### src/rtl/sw_port_pkt.sv
// sw_port_pkt -- switch output-port packet buffer.
//
// Accepts packets presented on port_data while sw_en is high. The first word
// of each packet is a destination header. A packet addressed to port_addr or
// to BCAST_ADDR is stored in a circular buffer. All other packets are ignored.
// A stored packet becomes visible to the reader only once its final word has
// arrived, at which point it is committed. A packet that overflows the buffer,
// or that is longer than MAX_PKT words, is rolled back and reported on
// drop_pulse.
//
// Ports:
//   clk, rst_n     single rising-edge clock, asynchronous active-low reset
//   sw_en          packet framing strobe (high for the whole packet)
//   port_data      packet word; the first word is the destination header
//   port_addr      this port's address (quasi-static)
//   rd_out         at least MAX_PKT free words are available
//   port_rd        pop the head word (ignored while port_rdy is low)
//   port_out       head word, first-word fall-through; 0 when port_rdy is low
//   port_eop       head word is the last word of its packet
//   port_rdy       at least one committed packet is buffered
//   drop_pulse     one-cycle pulse when a packet is discarded for overflow
//
// Optional feature (macro PORT_STATS_EN):
//   pkt_cnt, drop_cnt  16-bit saturating counts of commits and drops
module sw_port_pkt #(
  parameter int                 W_WIDTH    = 8,
  parameter int                 FIFO_SIZE  = 64,
  parameter int                 MAX_PKT    = 16,
  parameter logic [W_WIDTH-1:0] BCAST_ADDR = '1
) (
  input  logic               clk,
  input  logic               rst_n,
  input  logic               sw_en,
  input  logic [W_WIDTH-1:0] port_data,
  input  logic [W_WIDTH-1:0] port_addr,
  output logic               rd_out,
  input  logic               port_rd,
  output logic [W_WIDTH-1:0] port_out,
  output logic               port_eop,
  output logic               port_rdy,
  output logic               drop_pulse
`ifdef PORT_STATS_EN
  ,
  output logic [15:0]        pkt_cnt,
  output logic [15:0]        drop_cnt
`endif
);

  localparam int AW = $clog2(FIFO_SIZE);
  localparam int PW = AW + 1;
  localparam logic [PW-1:0] FS_P  = PW'(FIFO_SIZE);
  localparam logic [PW-1:0] MAX_P = PW'(MAX_PKT);
  localparam logic [PW-1:0] ONE_P = PW'(1);

  typedef enum logic [1:0] {
    IDLE    = 2'd0,
    ACCEPT  = 2'd1,
    DISCARD = 2'd2
  } state_t;

  state_t state_reg, state_next;

  // Pointers carry one extra MSB so that a full buffer can be told apart
  // from an empty one.
  logic [PW-1:0] wr_ptr_reg, wr_ptr_next;
  logic [PW-1:0] cm_ptr_reg, cm_ptr_next;   // end of the last committed packet
  logic [PW-1:0] rd_ptr_reg, rd_ptr_next;
  logic [PW-1:0] pkt_num_reg, pkt_num_next; // committed packets buffered
  logic [PW-1:0] len_reg, len_next;         // words written for the current packet
  logic          sw_en_d_reg;
  logic          drop_reg;

  logic [W_WIDTH-1:0] mem [FIFO_SIZE];
  logic [FIFO_SIZE-1:0] eop_reg;

  logic [PW-1:0] used_words;
  logic [PW-1:0] free_words;
  logic          full;
  logic          hdr_hit;
  logic          pop;
  logic          head_eop;
  logic          wr_en;
  logic          commit;
  logic          drop;
  logic [AW-1:0] wr_idx;
  logic [AW-1:0] last_idx;
  logic [AW-1:0] rd_idx;

  assign wr_idx   = wr_ptr_reg[AW-1:0];
  assign last_idx = wr_idx - AW'(1);
  assign rd_idx   = rd_ptr_reg[AW-1:0];

  // Occupancy is measured from the read pointer, so words that have been
  // written but not yet committed still count against free space.
  assign used_words = wr_ptr_reg - rd_ptr_reg;
  assign free_words = FS_P - used_words;
  assign full       = (used_words == FS_P);
  assign rd_out     = (free_words >= MAX_P);

  assign hdr_hit  = (port_data == port_addr) || (port_data == BCAST_ADDR);
  assign port_rdy = (pkt_num_reg != '0);
  assign pop      = port_rd && port_rdy;
  assign head_eop = eop_reg[rd_idx];

  assign port_out   = port_rdy ? mem[rd_idx] : '0;
  assign port_eop   = port_rdy && head_eop;
  assign drop_pulse = drop_reg;

  // The header is recognised only on the rising edge of sw_en. This stops a
  // packet that was already in flight when reset was released from being
  // mistaken for a new header.
  always_comb begin
    state_next = state_reg;
    len_next   = len_reg;
    wr_en      = 1'b0;
    commit     = 1'b0;
    drop       = 1'b0;
    case (state_reg)
      IDLE: begin
        if (sw_en) begin
          if (!sw_en_d_reg && hdr_hit) begin
            if (full) begin
              drop       = 1'b1;
              state_next = DISCARD;
            end else begin
              wr_en      = 1'b1;
              len_next   = ONE_P;
              state_next = ACCEPT;
            end
          end else begin
            state_next = DISCARD;
          end
        end
      end
      ACCEPT: begin
        if (!sw_en) begin
          commit     = 1'b1;
          state_next = IDLE;
        end else if (full || (len_reg == MAX_P)) begin
          drop       = 1'b1;
          state_next = DISCARD;
        end else begin
          wr_en    = 1'b1;
          len_next = len_reg + ONE_P;
        end
      end
      DISCARD: begin
        if (!sw_en) begin
          state_next = IDLE;
        end
      end
      default: state_next = IDLE;
    endcase
  end

  always_comb begin
    wr_ptr_next = wr_ptr_reg;
    if (drop) begin
      wr_ptr_next = cm_ptr_reg;
    end else if (wr_en) begin
      wr_ptr_next = wr_ptr_reg + ONE_P;
    end

    cm_ptr_next = commit ? wr_ptr_reg : cm_ptr_reg;
    rd_ptr_next = pop ? rd_ptr_reg + ONE_P : rd_ptr_reg;

    // If a commit and an end-of-packet pop happen in the same cycle, the
    // two updates cancel and the count stays the same.
    pkt_num_next = pkt_num_reg;
    if (commit && !(pop && head_eop)) begin
      pkt_num_next = pkt_num_reg + ONE_P;
    end else if (!commit && pop && head_eop) begin
      pkt_num_next = pkt_num_reg - ONE_P;
    end
  end

  always_ff @(posedge clk or negedge rst_n) begin
    if (!rst_n) begin
      state_reg   <= IDLE;
      wr_ptr_reg  <= '0;
      cm_ptr_reg  <= '0;
      rd_ptr_reg  <= '0;
      pkt_num_reg <= '0;
      len_reg     <= '0;
      sw_en_d_reg <= 1'b1;
      drop_reg    <= 1'b0;
    end else begin
      state_reg   <= state_next;
      wr_ptr_reg  <= wr_ptr_next;
      cm_ptr_reg  <= cm_ptr_next;
      rd_ptr_reg  <= rd_ptr_next;
      pkt_num_reg <= pkt_num_next;
      len_reg     <= len_next;
      sw_en_d_reg <= sw_en;
      drop_reg    <= drop;
    end
  end

  // Data storage is never reset. Stale contents are unreachable because the
  // pointers are cleared and the outputs are gated by port_rdy.
  always_ff @(posedge clk) begin
    if (wr_en) begin
      mem[wr_idx] <= port_data;
    end
  end

  // EOP flags are held apart from the data so that the last word of a packet
  // can be marked retroactively at commit time. A commit never coincides with
  // a write, so the two updates never target the same cycle.
  always_ff @(posedge clk or negedge rst_n) begin
    if (!rst_n) begin
      eop_reg <= '0;
    end else begin
      if (wr_en) begin
        eop_reg[wr_idx] <= 1'b0;
      end
      if (commit) begin
        eop_reg[last_idx] <= 1'b1;
      end
    end
  end

`ifdef PORT_STATS_EN
  logic [15:0] pkt_cnt_reg;
  logic [15:0] drop_cnt_reg;

  always_ff @(posedge clk or negedge rst_n) begin
    if (!rst_n) begin
      pkt_cnt_reg  <= '0;
      drop_cnt_reg <= '0;
    end else begin
      if (commit && (pkt_cnt_reg != 16'hFFFF)) begin
        pkt_cnt_reg <= pkt_cnt_reg + 16'd1;
      end
      if (drop && (drop_cnt_reg != 16'hFFFF)) begin
        drop_cnt_reg <= drop_cnt_reg + 16'd1;
      end
    end
  end

  assign pkt_cnt  = pkt_cnt_reg;
  assign drop_cnt = drop_cnt_reg;
`endif

endmodule

### config.mk
export PLATFORM = sky130hd
export DESIGN_NAME = sw_port_pkt
export DESIGN_NICKNAME = d
export VERILOG_FILES = /design/src/rtl/sw_port_pkt.sv
export SDC_FILE = /design/constraint.sdc
export NUM_CORES = 1
export LEC_CHECK = 0
export ABC_AREA = 1
export CORE_ASPECT_RATIO = 2
export CORE_MARGIN = 3
export CORE_UTILIZATION = 40
export DETAILED_ROUTE_END_ITERATION = 6
export PLACE_DENSITY = 0.62
export SLEW_MARGIN = 20
export SYNTH_ARGS = -nofsm -noshare
export SYNTH_HDL_FRONTEND = slang
export SYNTH_SLANG_ARGS = --single-unit
### constraint.sdc
create_clock -name clk -period 9.4 [get_ports clk]
set_input_delay 1.41 -clock clk [delete_from_list [all_inputs] [get_ports clk]]
set_output_delay 1.41 -clock clk [all_outputs]
set_load 0.01 [all_outputs]
==> impl_results.md <==
* Largest net degree at the start of global routing at 230
* Overflow after GRT at 0
* Drt pass-1 iters at 6
* Hold endpoint: pkt_num_reg[6]$_DFFE_PN0P_
* Hold Startpoint: pkt_num_reg[6]$_DFFE_PN0P_
* CTS sink count at about 600
* Setup total negative slack at 0 ps
* Commonest non-fill, non-tap cells in the layout: edfxtp_1 (512), nor2_1 (379), o21ai_0 (303)
* Mux share of post-synthesis cell area at 0%
* Mapped Area at about 0.026 mm2
* Initial antenna violation count at 4
* Main synth FF type: edfxtp_1
* Worst-path cell chain: clkinv_2, buf_4, o21ai_0, o221ai_1, nand3_1, nand4_1, nand3_1, a21oi_1, clkdlybuf4s50_1
* Critical Path Most Common Cell: nand3_1
* WHS Path Cells at 2
* Post-CTS Setup Repair Bufs at 0
* PortBufs at 31
* Synth cell types at 48
* Max reg flops at 512
* Rows at 132
* Adder-Cell Fraction of Synth Area at less than 1%
* DR DRC count at 0
* Worst EP required at around 8000 ps
* Post-synthesis sequential area ratio at 68.47%
* Final setup fails at 0
* Ys async rst share at between 10% and 20%
* CORE AREA at around 0.065 mm2
* FF-to-FF path depth at 15
* Final period utilization at between 60 and 70%
* Initial core utilization at 40.40%
* Fraction of layout cells with a size suffix above 1 at 7.268%
* Synth Area in XOR/XNOR at less than 1%
* Final ANT Viol Nets at 0
* CP arrival at between 4000 and 5000 ps
* Starting DRT DRC Count at approximately 2k
* RR Startpoint: rd_ptr_reg[0]$_DFFE_PN0N_
* Synth Area in Compound Gates at 12.32%
* CTS tree: done
* Outcome: completed
* Critical path class: register to output port
* Worst Setup SP: rd_ptr_reg[1]$_DFFE_PN0N_
* R2R setup slack at 3940 ps
* Fmax achieved at 161.4 MHz
* # resized after CTS at 0
* Post-synth EDFFs at 512
* Clock-pin slew on the worst setup and hold paths at 70 ps
* Total of max-cap violations at 0
* Post-layout util at 44.20%
* Simple-gate area share of the yosys netlist at ~13%
* Floorplan die height at 368.1 um
* First-pass GRT wire length at 116100 um
* Total number of vias at around 18k
* Clock Skews at 18.84 ps
* Via/cell ratio at 5.786
* Hold_buf cts at 0
* Peak VDD IR at about 0.25 mV
* Tot GR Track Use at 22.45%
* DP Wirelength at ~50000 um
* Max clock buf depth at 3
* Gate Count Post-Synth at 2267
* Antenna cells at 0
* DR WL/cell at approximately 25 um
* Die boundary width at ~190 um
* Fin crit period at a little over 6000 ps
* Critical path's slowest cell: dfrtp_4
* Routability congestion estimate at around 0.91
* Final Max Tran Viols at 0
* Layout Nets at about 2.3k
* FF+latch count, synth at between 600 and 700
* Clk_lat worst skew at slightly below 600 ps
* IO Pins at 32
* Num CTS Buffers at between 40 and 50
* Hold Crit Class: register to register
* Crit start category: register
* Hold Slack at a little under 500 ps
* Mapped Nets at 2305
* Full die area at between 0.06 and 0.07 mm2
* Mean Syn Cell Area at between 10 and 15 um2
* Clk root buf: clkbuf_16
* Post-Route WL at around 78000 um
* Fin. Hold Viols at 0
* Reg-to-Reg End: mem[23][7]$_DFFE_PP_
* Depth of the CTS H-tree at 2
* Crit end category: output port
* Crit-path max cell delay at approximately 660 ps
* RSZ-0062 raised after global routing: false
* Area Growth Syn to Fin at 9.395%
* Rel. slew slack at between 10% and 20%
* Crit-path max FO at 50
* Total design power at roughly 8000 uW
* Vias in the first global route at roughly 18k
* Worst-margin pin slew at 1279 ps
* Commonest non-fill, non-tap cell in the layout: edfxtp_1
* Yosys warnings at 0
* PwrDens at 279.0 mW/mm2
* Leakage at 0.009807 uW
* Main combinational cell family by area after synthesis: simple AND/OR/NAND/NOR gates
==> kinds of logic after synthesis <==
| kind of cell | after synthesis |
|---|---|
| AO/OA/AOI/OAI | 558 |
| XOR/XNOR | 25 |
| adder cells (fa/ha/maj) | 18 |
| buffers and inverters | 255 |
| flip-flops | 615 |
| AND/OR/NAND/NOR | 796 |
==> routing by layer <==
metal	vias to the layer above	GRT usage, %	routed length [um]
li1	8054	-	-
met1	9045	23.86	25930
met2	866	39.88	40200
met3	289	2.582	4679
met4	0	18.37	7575
met5	-	0	0
==> cell usage after synthesis (41+ instances only) <==
library cell | instances | area [um2]
buf_2 | 54 | 270.3
clkbuf_1 | 42 | 157.7
dfrtp_1 | 102 | 2552
edfxtp_1 | 512 | 15370
inv_1 | 115 | 431.7
nand2_1 | 236 | 885.9
nand3_1 | 113 | 565.5
nor2_1 | 381 | 1430
o21ai_0 | 303 | 1516
o221ai_1 | 41 | 359.1
o22ai_1 | 120 | 750.7
==> stage by stage <==
stage	worst slack, ps	cells	area, um2
global placement	3879	3065	27090
global route	2977	3155	28690
CTS	3220	3155	28680
floorplan	5822	2267	26220
detailed placement	3881	3065	27090
finish	3205	3155	28690
==> area by class of cell <==
cell class                      count  area [um2]
Sequential cell                   615       17960
Timing Repair Buffer               55       473.0
Clock buffer                       70        1408
Clock inverter                     20       186.4
Fill cell                        5940       36220
Multi-Input combinational cell   1397        7084
Inverter                          127       483.0
Tap cell                          871        1090
==> how the worst max path moves through the flow <==
stage                        to  slack (ps)
finish              port_out[7]        3200
global route        port_out[5]        2980
CTS                 port_out[7]        3220
detailed placement  port_out[7]        3880
global placement    port_out[7]        3880
floorplan                rd_out        5820
==> worst max-delay path, delay by kind of cell (launching register included) <==
family                 cells  cell delay (ps)
DFF                        1              660
AOI/OAI and AO/OA          3              770
buffers and inverters      3             1800
and+or+nand+nor            3              900
==> power by group <==
group,internal [uW],switching (uW),total (uW)
logic,818,2000,2820
clock network,1130,960,2090
registers,2990,99.3,3090
total,4940,3060,8000
(Power assumes the default switching activity.)
